<file path="src/rtl/twiddle_gen_sdf_if.sv">
// Sample-in / twiddle-out bundle for the SDF stage twiddle generator.
// The generator sits on the slave side; the sample source and multiplier sit on the master side.
interface twiddle_gen_sdf_if #(
    parameter int unsigned DATA_WIDTH = 15,
    parameter int unsigned EXP_WIDTH  = 6
);
    logic                         in_valid;
    logic                         frame_start;
    logic signed [DATA_WIDTH-1:0] tw_real;
    logic signed [DATA_WIDTH-1:0] tw_imag;
    logic                         tw_trivial;
    logic [EXP_WIDTH-1:0]         tw_exp;
    logic                         out_valid;
    logic                         frame_done;

    modport master (
        output in_valid,
        output frame_start,
        input  tw_real,
        input  tw_imag,
        input  tw_trivial,
        input  tw_exp,
        input  out_valid,
        input  frame_done
    );

    modport slave (
        input  in_valid,
        input  frame_start,
        output tw_real,
        output tw_imag,
        output tw_trivial,
        output tw_exp,
        output out_valid,
        output frame_done
    );
endinterface

</file>
<file path="src/rtl/twiddle_gen_sdf.sv">
// Streaming twiddle-factor generator for one SDF FFT stage.
// Counts accepted samples, derives the stage exponent (radix-2 or radix-2^2 DIF schedule) and
// expands a quarter-wave cos/-sin table by quadrant symmetry. Two-cycle fixed latency.
module twiddle_gen_sdf #(
    parameter int unsigned NFFT       = 64,
    parameter int unsigned DATA_WIDTH = 15,
    parameter int unsigned FRAC_BITS  = 10,
    parameter int unsigned STAGE      = 0,
    parameter int unsigned MODE       = 0
) (
    input logic              clk,
    input logic              rst_n,
    twiddle_gen_sdf_if.slave tw_if
);
    localparam int unsigned Log2N   = $clog2(NFFT);
    localparam int unsigned Quarter = NFFT / 4;
    localparam int unsigned RBits   = Log2N - 2;
    localparam int unsigned RomBits = Quarter * DATA_WIDTH;
    localparam real         Pi      = 3.14159265358979323846;

    // Taylor series; argument never exceeds pi/2, so 12 terms are far below one LSB of error.
    function automatic real cos_t(input real x);
        real term;
        real sum;
        term = 1.0;
        sum  = 1.0;
        for (int n = 1; n <= 12; n++) begin
            term = -term * x * x / (real'(2 * n - 1) * real'(2 * n));
            sum  = sum + term;
        end
        return sum;
    endfunction

    function automatic real sin_t(input real x);
        real term;
        real sum;
        term = x;
        sum  = x;
        for (int n = 1; n <= 12; n++) begin
            term = -term * x * x / (real'(2 * n) * real'(2 * n + 1));
            sum  = sum + term;
        end
        return sum;
    endfunction

    // Round half away from zero.
    function automatic int round_r(input real x);
        if (x >= 0.0) begin
            return $rtoi(x + 0.5);
        end
        return -$rtoi(0.5 - x);
    endfunction

    // Quarter-wave table packed into one vector: entry k = round(2^FRAC_BITS * cos or -sin).
    function automatic logic [RomBits-1:0] build_rom(input logic imag_part);
        logic [RomBits-1:0] rom;
        real                x;
        real                val;
        rom = '0;
        for (int k = 0; k < int'(Quarter); k++) begin
            x   = 2.0 * Pi * real'(k) / real'(NFFT);
            val = imag_part ? -sin_t(x) : cos_t(x);
            rom[k*DATA_WIDTH +: DATA_WIDTH] =
                DATA_WIDTH'(round_r(val * real'(1 << FRAC_BITS)));
        end
        return rom;
    endfunction

    localparam logic [RomBits-1:0] RomRe = build_rom(1'b0);
    localparam logic [RomBits-1:0] RomIm = build_rom(1'b1);

    logic [Log2N-1:0]             c_q, c_d, ci;
    logic [Log2N-1:0]             e_d, e_q;
    logic                         v1_q, v1_d;
    logic                         last1_q, last1_d;
    logic [RBits-1:0]             r_d;
    logic signed [DATA_WIDTH-1:0] rom_re_q, rom_re_d, rom_im_q, rom_im_d;
    logic [1:0]                   qd;
    logic signed [DATA_WIDTH-1:0] map_re, map_im;
    logic signed [DATA_WIDTH-1:0] tw_real_q, tw_real_d, tw_imag_q, tw_imag_d;
    logic [Log2N-1:0]             tw_exp_q, tw_exp_d;
    logic                         tw_trivial_q, tw_trivial_d;
    logic                         out_valid_q, out_valid_d;
    logic                         frame_done_q, frame_done_d;

    if (MODE == 0) begin : g_radix2
        // Stage m: upper half of each L-point block gets e = (ci mod L/2) * 2^m.
        localparam int unsigned    LogL  = Log2N - STAGE;
        localparam logic [Log2N-1:0] JMask = Log2N'((1 << (LogL - 1)) - 1);

        // Radix-2 exponent of the current effective index
        always_comb begin
            e_d = ci[LogL-1] ? ((ci & JMask) << STAGE) : '0;
        end
    end else begin : g_radix22
        // Stage pair p: e = n1 * bitrev2(q) * 4^p, q selecting the quarter of the L-point block.
        localparam int unsigned      LogL   = Log2N - 2 * STAGE;
        localparam logic [Log2N-1:0] N1Mask = Log2N'((1 << (LogL - 2)) - 1);

        logic [1:0]       q;
        logic [Log2N-1:0] br;
        logic [Log2N-1:0] prod;

        // Radix-2^2 exponent; truncation to Log2N bits is the mod NFFT
        always_comb begin
            q    = ci[LogL-1 -: 2];
            br   = {{(Log2N - 2){1'b0}}, q[0], q[1]};
            prod = (ci & N1Mask) * br;
            e_d  = prod << (2 * STAGE);
        end
    end

    // Sample counter next state and stage-1 inputs, including the table lookup
    always_comb begin
        ci       = tw_if.frame_start ? '0 : c_q;
        c_d      = tw_if.in_valid ? ci + 1'b1 : c_q;
        v1_d     = tw_if.in_valid;
        last1_d  = (ci == Log2N'(NFFT - 1));
        r_d      = e_d[RBits-1:0];
        rom_re_d = RomRe[r_d*DATA_WIDTH +: DATA_WIDTH];
        rom_im_d = RomIm[r_d*DATA_WIDTH +: DATA_WIDTH];
    end

    // Stage 2: quadrant map; outputs hold their last values across invalid slots
    always_comb begin
        qd     = e_q[Log2N-1 -: 2];
        map_re = rom_re_q;
        map_im = rom_im_q;
        unique case (qd)
            2'd0: begin map_re = rom_re_q;  map_im = rom_im_q;  end
            2'd1: begin map_re = rom_im_q;  map_im = -rom_re_q; end
            2'd2: begin map_re = -rom_re_q; map_im = -rom_im_q; end
            2'd3: begin map_re = -rom_im_q; map_im = rom_re_q;  end
        endcase
        tw_real_d    = tw_real_q;
        tw_imag_d    = tw_imag_q;
        tw_exp_d     = tw_exp_q;
        tw_trivial_d = tw_trivial_q;
        out_valid_d  = v1_q;
        frame_done_d = v1_q & last1_q;
        if (v1_q) begin
            tw_real_d    = map_re;
            tw_imag_d    = map_im;
            tw_exp_d     = e_q;
            tw_trivial_d = (e_q[RBits-1:0] == '0);
        end
    end

    // All state; asynchronous reset drops in-flight samples and restarts the count
    always_ff @(posedge clk or negedge rst_n) begin
        if (!rst_n) begin
            c_q          <= '0;
            e_q          <= '0;
            v1_q         <= 1'b0;
            last1_q      <= 1'b0;
            rom_re_q     <= '0;
            rom_im_q     <= '0;
            tw_real_q    <= '0;
            tw_imag_q    <= '0;
            tw_exp_q     <= '0;
            tw_trivial_q <= 1'b0;
            out_valid_q  <= 1'b0;
            frame_done_q <= 1'b0;
        end else begin
            c_q          <= c_d;
            e_q          <= e_d;
            v1_q         <= v1_d;
            last1_q      <= last1_d;
            rom_re_q     <= rom_re_d;
            rom_im_q     <= rom_im_d;
            tw_real_q    <= tw_real_d;
            tw_imag_q    <= tw_imag_d;
            tw_exp_q     <= tw_exp_d;
            tw_trivial_q <= tw_trivial_d;
            out_valid_q  <= out_valid_d;
            frame_done_q <= frame_done_d;
        end
    end

    assign tw_if.tw_real    = tw_real_q;
    assign tw_if.tw_imag    = tw_imag_q;
    assign tw_if.tw_exp     = tw_exp_q;
    assign tw_if.tw_trivial = tw_trivial_q;
    assign tw_if.out_valid  = out_valid_q;
    assign tw_if.frame_done = frame_done_q;

endmodule

</file>
<file path="src/flat_wrapper.sv">
// flat-port wrapper written by rule: the top's interface ports become plain ports
module twiddle_gen_sdf_flat 
#(
    parameter int unsigned NFFT       = 64,
    parameter int unsigned DATA_WIDTH = 15,
    parameter int unsigned FRAC_BITS  = 10,
    parameter int unsigned STAGE      = 0,
    parameter int unsigned MODE       = 0
)
  (clk, rst_n, tw_if_in_valid, tw_if_frame_start, tw_if_tw_real, tw_if_tw_imag, tw_if_tw_trivial, tw_if_tw_exp, tw_if_out_valid, tw_if_frame_done);
  twiddle_gen_sdf_if #(.DATA_WIDTH(DATA_WIDTH), .EXP_WIDTH(6)) tw_if_i ();
  input logic clk;
  input logic rst_n;
  input wire logic [$bits(tw_if_i.in_valid)-1:0] tw_if_in_valid;
  input wire logic [$bits(tw_if_i.frame_start)-1:0] tw_if_frame_start;
  output wire logic [$bits(tw_if_i.tw_real)-1:0] tw_if_tw_real;
  output wire logic [$bits(tw_if_i.tw_imag)-1:0] tw_if_tw_imag;
  output wire logic [$bits(tw_if_i.tw_trivial)-1:0] tw_if_tw_trivial;
  output wire logic [$bits(tw_if_i.tw_exp)-1:0] tw_if_tw_exp;
  output wire logic [$bits(tw_if_i.out_valid)-1:0] tw_if_out_valid;
  output wire logic [$bits(tw_if_i.frame_done)-1:0] tw_if_frame_done;
  assign tw_if_i.in_valid = tw_if_in_valid;
  assign tw_if_i.frame_start = tw_if_frame_start;
  assign tw_if_tw_real = tw_if_i.tw_real;
  assign tw_if_tw_imag = tw_if_i.tw_imag;
  assign tw_if_tw_trivial = tw_if_i.tw_trivial;
  assign tw_if_tw_exp = tw_if_i.tw_exp;
  assign tw_if_out_valid = tw_if_i.out_valid;
  assign tw_if_frame_done = tw_if_i.frame_done;
  twiddle_gen_sdf #(.NFFT(NFFT), .DATA_WIDTH(DATA_WIDTH), .FRAC_BITS(FRAC_BITS), .STAGE(STAGE), .MODE(MODE)) u_core (.clk(clk), .rst_n(rst_n), .tw_if(tw_if_i));
endmodule
</file>
<file path="config.mk">
export PLATFORM = sky130hd
export DESIGN_NAME = twiddle_gen_sdf_flat
export DESIGN_NICKNAME = d
export VERILOG_FILES = /design/src/rtl/twiddle_gen_sdf_if.sv /design/src/rtl/twiddle_gen_sdf.sv /design/src/flat_wrapper.sv
export SDC_FILE = /design/constraint.sdc
export NUM_CORES = 1
export LEC_CHECK = 0
export ABC_CLOCK_PERIOD_IN_PS = 2000
export CAP_MARGIN = 20
export CORE_MARGIN = 3
export CORE_UTILIZATION = 50
export CTS_CLUSTER_SIZE = 30
export DETAILED_ROUTE_END_ITERATION = 7
export PLACE_DENSITY = 0.85
export SLEW_MARGIN = 20
export SYNTH_ARGS = -nofsm -noshare
export SYNTH_HDL_FRONTEND = slang
export SYNTH_SLANG_ARGS = --single-unit
</file>
<file path="constraint.sdc">
create_clock -name clk -period 2 [get_ports clk]
set_clock_uncertainty 0.05 [all_clocks]
set_input_delay 0.3 -clock clk [delete_from_list [all_inputs] [get_ports clk]]
set_output_delay 0.3 -clock clk [all_outputs]
set_load 0.05 [all_outputs]
</file>
==> After elaboration in Yosys (flattened, before gate mapping) <==
Cells that the tools add are included.
{ "op_classes": {"addsub": 3, "multipliers": 1, "n_eq_ne": 4, "n_shift": 2, "mux": 4, "n_bitwise": 1, "reduce_logical": 2} }
{ "ops": {"columns": ["cell", "count"], "rows": [
  ["indexed part select 240 x 9 -> 15 bit, first input constant", 2],
  ["one-hot mux 15 bit (4 select lines)", 2],
  ["negator 15 bit", 2],
  ["multiplier 4 x 4 -> 8 bit, second input constant", 1],
  ["adder 6 x 1 -> 6 bit, second input constant", 1],
  ["== test 6 bit, second input constant", 1],
  ["2-to-1 mux 6 bit", 1],
  ["2-to-1 mux 5 bit", 1],
  ["== test 2 bit, second input constant", 2],
  ["logical NOT 4 bit", 1],
  ["== test 2 x 1 -> 1 bit, second input constant", 1],
  ["logical NOT 2 bit", 1],
  ["AND 1 bit", 1]
]} }
{ "word_totals": {"ff_bits": 83, "input_bits": 4} }

==> Logic depth before layout (Yosys ltp) <==
Gate-level depths: netlist of run 1.
{ "logic_depth": {"depth_word": 4, "ltp_mapped": 10} }

==> Worst setup path before layout of run 1 <==
No wires, ideal clock.
{ "synth_timing": {"path_type": "input port to flip-flop", "startpoint": "input port tw_if_frame_start", "endpoint": "register u_core.rom_im_q[0]", "setup_time_ns": 0.138, "t_arrival_ns": 1.808, "required_ns": 1.812, "slack_ns": 0.003, "stages": 8, "path_cell_list": "clkbuf_2 nor2b_1 buf_2 nand2_1 ha_1 or3_1 o211ai_1 a22oi_1"} }
{ "synth_between": {"elab_chain_len": 4} }
{ "synth_rtl": {"columns": ["item", "line", "source"], "rows": [
  ["start: declaration", "flat_wrapper.sv:15", "input wire logic [$bits(tw_if_i.frame_start)-1:0] tw_if_frame_start;"],
  ["2-to-1 mux 6 bit", "twiddle_gen_sdf.sv:115", "ci = tw_if.frame_start ? '0 : c_q;"],
  ["2-to-1 mux 5 bit", "twiddle_gen_sdf.sv:93", "e_d = ci[LogL-1] ? ((ci & JMask) << STAGE) : '0;"],
  ["multiplier 4 x 4 -> 8 bit", "twiddle_gen_sdf.sv:121", "rom_im_d = RomIm[r_d*DATA_WIDTH +: DATA_WIDTH];"],
  ["indexed part select 240 x 9 -> 15 bit", "twiddle_gen_sdf.sv:121", null],
  ["via u_core.rom_im_d[0]", "twiddle_gen_sdf.sv:77", "logic signed [DATA_WIDTH-1:0] rom_re_q, rom_re_d, rom_im_q, rom_im_d;"],
  ["end signal: assignment", "twiddle_gen_sdf.sv:170", "rom_im_q <= rom_im_d;"],
  ["end: declaration", "twiddle_gen_sdf.sv:77", null]
]} }
The timed path passes the listed nets, and every way through them passes these cells.
A chain may end at the register's enable or synchronous reset.

==> impl_summary.txt, run 1 <==
----------------------------------------------------
[Synth]
  Mean Syn Cell Area ... ~10 um^2
  Most common cell in the synthesized netlist ... dfrtp_1
  Area share of the largest cell type after synthesis ... 0.514
  Synthesized instance count ... 342
  Count of distinct cell types in the synthesized netlist ... 50
  Mapped Area ... 3410 um^2
  Top_reg_cell synth ... dfrtp_1
  Net count after synthesis ... 356
  Flip-flop and latch count after synthesis ... 70
  Synth area leaders ... dfrtp_1, mux2i_1, a21oi_1
  Dominant cell type by area after synthesis ... dfrtp_1
  Warning count from the yosys run ... 0
  Part of the Yosys area used for sequential elements ... 0.514
  Commonest cells post-synth ... dfrtp_1, nor2_1, a21oi_1
  Count of flip-flops with a built-in enable after synthesis ... 0
  Ys async rst share ... 1.00

[Finish]
  Diodes inserted ... 0
  Non-Filler Instances ... 482
  Post-route cell area ... ~4300 um^2
  Post-synthesis to final-layout area growth ... 26.1%
  Footprint of the multi-input gates ... 1440 um^2
  Sequential standard cell area ... 1750 um^2
  Final Net Count ... 414
  Share of cells above drive strength 1 ... 0.151
  Final cell utilization of the core ... 0.665
  Fill cell total of the finished layout ... 512

[STA]
  Setup TNS ... 0 ps
  Maximum clock rate ... between 500 and 600 MHz
  Final min period ... 1900 ps
  RSZ-0062 raised after global routing ... no
  Slew of the pin with the lowest slew margin ... 601 ps
  Max_slew headroom ... 0.599
  Final setup violating endpoints ... 0
  Total count of max-transition violations in the final report ... 0
  Tcrit/Tclk final ... 0.950
  Hold violation count in the final report ... 0
  Min Hold Slack ... 381 ps
  Slack of the critical path ... between 90 and 100 ps

[Global routing]
  Total global routing track utilization ... 0.208
  Pin count of the biggest net entering global routing ... 31
  Most used routing layer ... met2
  Vias in the first global route ... 2,613
  Met2 usage ... 0.332
  Global routing usage on met3 ... 0.0531
  Initial antenna violation count ... 0
  Overflow after GRT ... 0
  Wire length of the first global-routing pass ... roughly 12,000 um
  Met1 capacity usage during global routing ... 0.273

[Floorplan]
  Number of top-level pins ... 43
  Placement row count ... 29
  Initial Util ... 0.528
  Die X-Extent ... between 80 and 90 um
  Full die area ... a little under 8000 um^2
  Placeable core area ... 6460 um^2
  Die height ... 88.5 um

[Clock tree]
  Post-CTS setup buffers ... 0
  Register clock-pin slew on the reported worst setup and hold paths ... 70 ps
  Cts bufs inserted ... 9
  Clock tree sinks ... 70
  Clock tree from TritonCTS ... yes
  Clock root buffer ... clkbuf_8
  Clock insertion delay at the later pin of the skew report ... ~350 ps
  H-tree depth ... 3
  Longest Clk Path Bufs ... 2

[Place]
  Setup slack after placement ... -303 ps
  Placed standard-cell area ... 4040 um^2
  Last weighted congestion value of the routability-driven placer ... between 0.9 and 1
  Detailed-placement wirelength estimate ... 5410 um
  Buffers on Ports ... 41
  # placed instances ... 465

[Route]
  Total DRC errors in the routed layout ... 0
  Routed vias ... 2,641
  Post-DRT Antenna Nets ... 0
  Detailed router's first-iteration violation count ... 123
  Average detailed-routed wire length per instance ... 15.3 um
  Wire length after detailed routing ... 7370 um
  Routed vias/inst ... roughly 5.5
  First-pass iteration count of the detailed router ... 4

[Power and ir drop]
  P_leak ... between 1.5 and 2 nW
  Power Internal ... 2.49 mW
  Net load switching power ... 795 uW
  P per Cell Area ... 764 nW/um^2
  Flop pwr share ... 0.455
  Power after layout ... 3.28 mW
  Clock share of power ... 0.428
  Highest ir drop seen on vdd ... just over 0.5 mV
  Part of the power in combinational logic ... 0.117
  Switching share of power ... 0.242

[Worst hold path]
  Worst hold-check path type ... in -> async

[Worst setup path]
  Family with the most delay on the worst path ... buffers and inverters
  Required time at the worst-slack endpoint ... 1650 ps
  Startpoint kind of the worst setup timing path ... register
  Type of element capturing the critical path ... output pin
  Slowest stage delay, CP ... 820 ps
  Crit. Startpoint ... u_core.tw_if.tw_real[13]
  Cells traversed along the worst timing path ... clkdlybuf4s50_1
  Crit-path slowest cell ... clkdlybuf4s50_1
  Max Fanout on Critical Path ... 5
  Category of the critical setup timing path ... reg -> out
  Arrival time of the worst setup path ... 1550 ps
  Startpoint of the most critical register-to-register path ... u_core.c_q[5]
  Total buffers and inverters traversed by the critical path ... 1

[Job]
  Count of maximum capacitance violations ... 0

[Outcome]
  Outcome ... completed

----------------------------------------------------
==> timing repair <==
action                                 in CTS  in global routing
resized for setup                           0                  1
hold buffers                                1                  0
setup endpoints to repair                   0                  4
endpoints found under the hold margin      18                  0
==> power groups by stage <==
stage	Combinational, mW	Sequential [mW]	Clock (mW)
after floorplan	0.162	1.59	0
after global placement	0.379	1.52	0
after detailed placement	0.384	1.52	0
after CTS	0.386	1.49	1.43
after global routing	0.420	1.50	1.50
final	0.385	1.49	1.40
==> per-layer routing <==
metal,vias to the layer above,part of all wire
li1,1292,-
met1,1271,0.44
met2,62,0.49
met3,16,0.044
met4,0,0.024
met5,-,0
==> layout make-up <==
cell class	instances	area share
Multi-Input combinational cell	221	0.334
Inverter	23	0.0201
Clock inverter	3	0.0210
Sequential cell	70	0.408
Clock buffer	13	0.0370
Timing Repair Buffer	75	0.157
Tap cell	77	0.0224
==> path summary, 6_finish.rpt <==
path                                      endpoint  slack [ps]  depth (start not counted)
max                              tw_if_tw_real[12]         100                          1
min                        u_core.tw_if.tw_imag[0]         380                          2
max reg2reg                     u_core.rom_re_q[2]         130                          6
min reg2reg                u_core.tw_if.frame_done         400                          1
max in group asynchronous      u_core.rom_im_q[13]         860                          3
min in group clk           u_core.tw_if.frame_done         400                          1
==> placed cells by master, fill, tap and decap left out, types with 2 or more instances in the layout <==
cell	count
nand2_1	19
nor4_1	2
clkbuf_8	11
o22ai_1	3
nor2_1	38
o21a_1	2
o21ai_0	14
dfrtp_1	69
nand2b_1	8
mux2i_1	19
buf_4	32
nand3b_1	3
nand4b_1	2
o221ai_1	4
bufinv_16	3
and2_1	3
a211oi_1	2
nor3b_1	2
mux2_2	5
clkdlybuf4s50_1	40
a31o_2	2
a21oi_1	33
a31oi_1	6
nand3_1	10
o211ai_1	2
ha_1	10
xnor2_1	5
nor2b_1	3
nor3_1	4
clkbuf_1	2
inv_1	23
==> cells by family after synthesis <==
family                   share of synthesized area
buffers and inverters                       0.0650
multiplexers                                0.0790
XOR/XNOR                                    0.0154
adder cells (fa/ha/maj)                     0.0367
flip-flops                                   0.514
AO/OA/AOI/OAI                                0.140
AND/OR/NAND/NOR                              0.149
other                                      0.00110
==> state kept, by name (all words and copies together), names as in the netlist <==
name                     flops
u_core.rom_re_q             11
u_core.tw_if.out_valid       1
u_core.rom_im_q             11
u_core.e_q                   5
u_core.tw_if.tw_exp          5
u_core.tw_if.tw_real        12
u_core.tw_if.frame_done      1
u_core.c_q                   6
u_core.tw_if.tw_imag        15
u_core.out_valid_d           1
u_core.last1_q               1
u_core.tw_if.tw_trivial      1
(Power assumes the default switching activity.)
==> run 2, diff against run 1 <==
CELL_PAD_IN_SITES_DETAIL_PLACEMENT = 2   (was unset)
CELL_PAD_IN_SITES_GLOBAL_PLACEMENT = 2   (was unset)
CORE_UTILIZATION = 32   (was 50)
==> impl_summary.txt, run 2 (synthesis results as in run 1) <==
----------------------------------------------------
[Outcome]
  Outcome ... completed

[STA]
  Max_slew headroom ... 0.608 (+0.00825)
  Maximum clock rate ... 521 MHz (-1.1%)
  RSZ-0062 raised after global routing ... no
  Tcrit/Tclk final ... 0.961 (+0.0102)
  Slew of the pin with the lowest slew margin ... 589 ps (-12.4 ps)
  Setup TNS ... 0 ps (unchanged)
  Final min period ... 1920 ps (+20.5 ps)
  Final setup violating endpoints ... 0 (unchanged)
  Hold violation count in the final report ... 0 (unchanged)
  Total count of max-transition violations in the final report ... 0 (unchanged)
  Min Hold Slack ... 404 ps (+23.6 ps)

[Route]
  Routed vias/inst ... 5.05 (-7.8%)
  Average detailed-routed wire length per instance ... 18.6 um (+22%)
  Wire length after detailed routing ... 10,000 um (+36%)
  Total DRC errors in the routed layout ... 0 (unchanged)
  Detailed router's first-iteration violation count ... 139 (+13%)
  Post-DRT Antenna Nets ... 0 (unchanged)
  Routed vias ... 2,727 (+3.3%)
  First-pass iteration count of the detailed router ... 4 (unchanged)

[Global routing]
  Initial antenna violation count ... 0 (unchanged)
  Vias in the first global route ... 3,127 (+20%)
  Overflow after GRT ... 0 (unchanged)
  Total global routing track utilization ... 0.185 (-0.0229)
  Wire length of the first global-routing pass ... 16,800 um (+36%)
  Pin count of the biggest net entering global routing ... 56 (+81%)

[Finish]
  Post-synthesis to final-layout area growth ... 28.0%
  Highest-count cells in the layout ignoring fill and taps ... dfrtp_1, clkdlybuf4s50_1, nor2_1
  Commonest non-fill, non-tap cell in the layout ... dfrtp_1
  Share of cells above drive strength 1 ... 0.161 (+0.0103)
  Flip-flop count of the largest register, all copies and words added ... 15 (unchanged)
  Final Net Count ... 414 (unchanged)
  Diodes inserted ... 0 (unchanged)

[Worst setup path]
  Cells traversed along the worst timing path ... clkdlybuf4s50_1
  Family with the most delay on the worst path ... buffers and inverters
  Crit-path slowest cell ... clkdlybuf4s50_1
  Slowest stage delay, CP ... 830 ps (about the same)
  Category of the critical setup timing path ... reg -> out
  Required time at the worst-slack endpoint ... 1650 ps (about the same)
  Arrival time of the worst setup path ... 1570 ps (+20 ps)
  Type of element capturing the critical path ... output pin
  Startpoint kind of the worst setup timing path ... register
  Total buffers and inverters traversed by the critical path ... 1 (unchanged)
  Max Fanout on Critical Path ... 5 (unchanged)

[Power and ir drop]
  P per Cell Area ... 697 nW/um^2 (-8.7%)
  Highest ir drop seen on vdd ... 0.242 mV (-53%)
  Switching share of power ... 0.280 (+0.0381)
  Net load switching power ... 852 uW (+7.3%)
  Clock share of power ... 0.373 (-0.055)
  Power after layout ... 3.04 mW (-7.3%)
  P_leak ... 1.92 nW (-0.78%)
  Flop pwr share ... 0.493 (+0.038)
  Power Internal ... 2.19 mW (-12%)
  Part of the power in combinational logic ... 0.135 (+0.018)

[Clock tree]
  Clock root buffer ... clkbuf_8
  Cts bufs inserted ... 9 (unchanged)
  Longest Clk Path Bufs ... 2 (unchanged)
  Clock tree sinks ... 70 (unchanged)
  Clock tree from TritonCTS ... yes
  Register clock-pin slew on the reported worst setup and hold paths ... 70 ps (about the same)
  Post-CTS setup buffers ... 0 (unchanged)
  Clock insertion delay at the later pin of the skew report ... 350 ps (about the same)
  H-tree depth ... 3 (unchanged)

[Place]
  Last weighted congestion value of the routability-driven placer ... 0.881 (-4.7%)
  Buffers on Ports ... 41 (unchanged)
  Detailed-placement wirelength estimate ... 7310 um (+35%)

[Floorplan]
  Placement row count ... 37 (+28%)
  Placeable core area ... 10,300 um^2 (+60%)
  Full die area ... 11,900 um^2 (+52%)
  Die X-Extent ... 109 um (+23%)
  Number of top-level pins ... 43 (unchanged)
  Initial Util ... 0.330 (-0.197)
  Die height ... 109 um (+23%)

[Worst hold path]
  Worst hold-check path type ... in -> async

[Job]
  Count of maximum capacitance violations ... 0 (unchanged)

----------------------------------------------------
-- run 2: timing repair --
action / in CTS / in global routing
endpoints found under the hold margin: 18 / 0
hold buffers: 1 / 0
setup endpoints to repair: 3 / 5
gates resized for setup: 1 / 4
-- run 2: through the flow --
step | utilization | area, um^2 | worst slack [ps] | cells
final | 0.422 | 4360 | 79.0 | 540
after global routing | 0.422 | 4360 | 5.03 | 540
after CTS | 0.421 | 4350 | 24.3 | 540
after detailed placement | 0.402 | 4150 | -374 | 524
after global placement | 0.402 | 4150 | -231 | 524
after floorplan | - | 3410 | 3.25 | 342
-- run 2: layer usage --
metal | global-route usage | share of wire | routed length (um)
met5 | 0 | 0 | 0
met4 | 0.0721 | 0.019 | 195
met3 | 0.0355 | 0.026 | 257
met2 | 0.324 | 0.52 | 5220
met1 | 0.224 | 0.43 | 4350
-- run 2: final timing paths --
| check | start | end | slack (ps) | cells past startpoint |
|---|---|---|---|---|
| max | u_core.tw_if.tw_real[13] | tw_if_tw_real[12] | 80 | 1 |
| max in group asynchronous | rst_n | u_core.tw_if.tw_imag[10] | 930 | 3 |
| max reg2reg | u_core.c_q[5] | u_core.rom_im_q[0] | 140 | 6 |
| min reg2reg | u_core.last1_q | u_core.tw_if.frame_done | 430 | 1 |
| min in group clk | u_core.last1_q | u_core.tw_if.frame_done | 430 | 1 |
| min | rst_n | u_core.e_q[0] | 400 | 2 |
-- run 2: final cells by class --
cell class	count	area, um^2
tap	136	170
inverter	23	86.3
fill	1100	5960
timing repair buffer	75	713
multi-input combinational	221	1450
clock inverter	4	47.5
sequential	70	1750
clock buffer	11	141
-- run 2: power groups by stage --
| stage | clock [mW] | combinational, mW | sequential, mW |
|---|---|---|---|
| finish | 1.13 | 0.410 | 1.50 |
| global route | 1.24 | 0.446 | 1.51 |
| CTS | 1.17 | 0.413 | 1.50 |
| detailed placement | 0 | 0.406 | 1.52 |
| global placement | 0 | 0.383 | 1.52 |
| floorplan | 0 | 0.162 | 1.59 |
==> run 3, diff against run 2 <==
CAP_MARGIN = unset   (was 20)
==> results of run 3 <==
The final DEF is identical to that of run 2; final timing and power are the same.
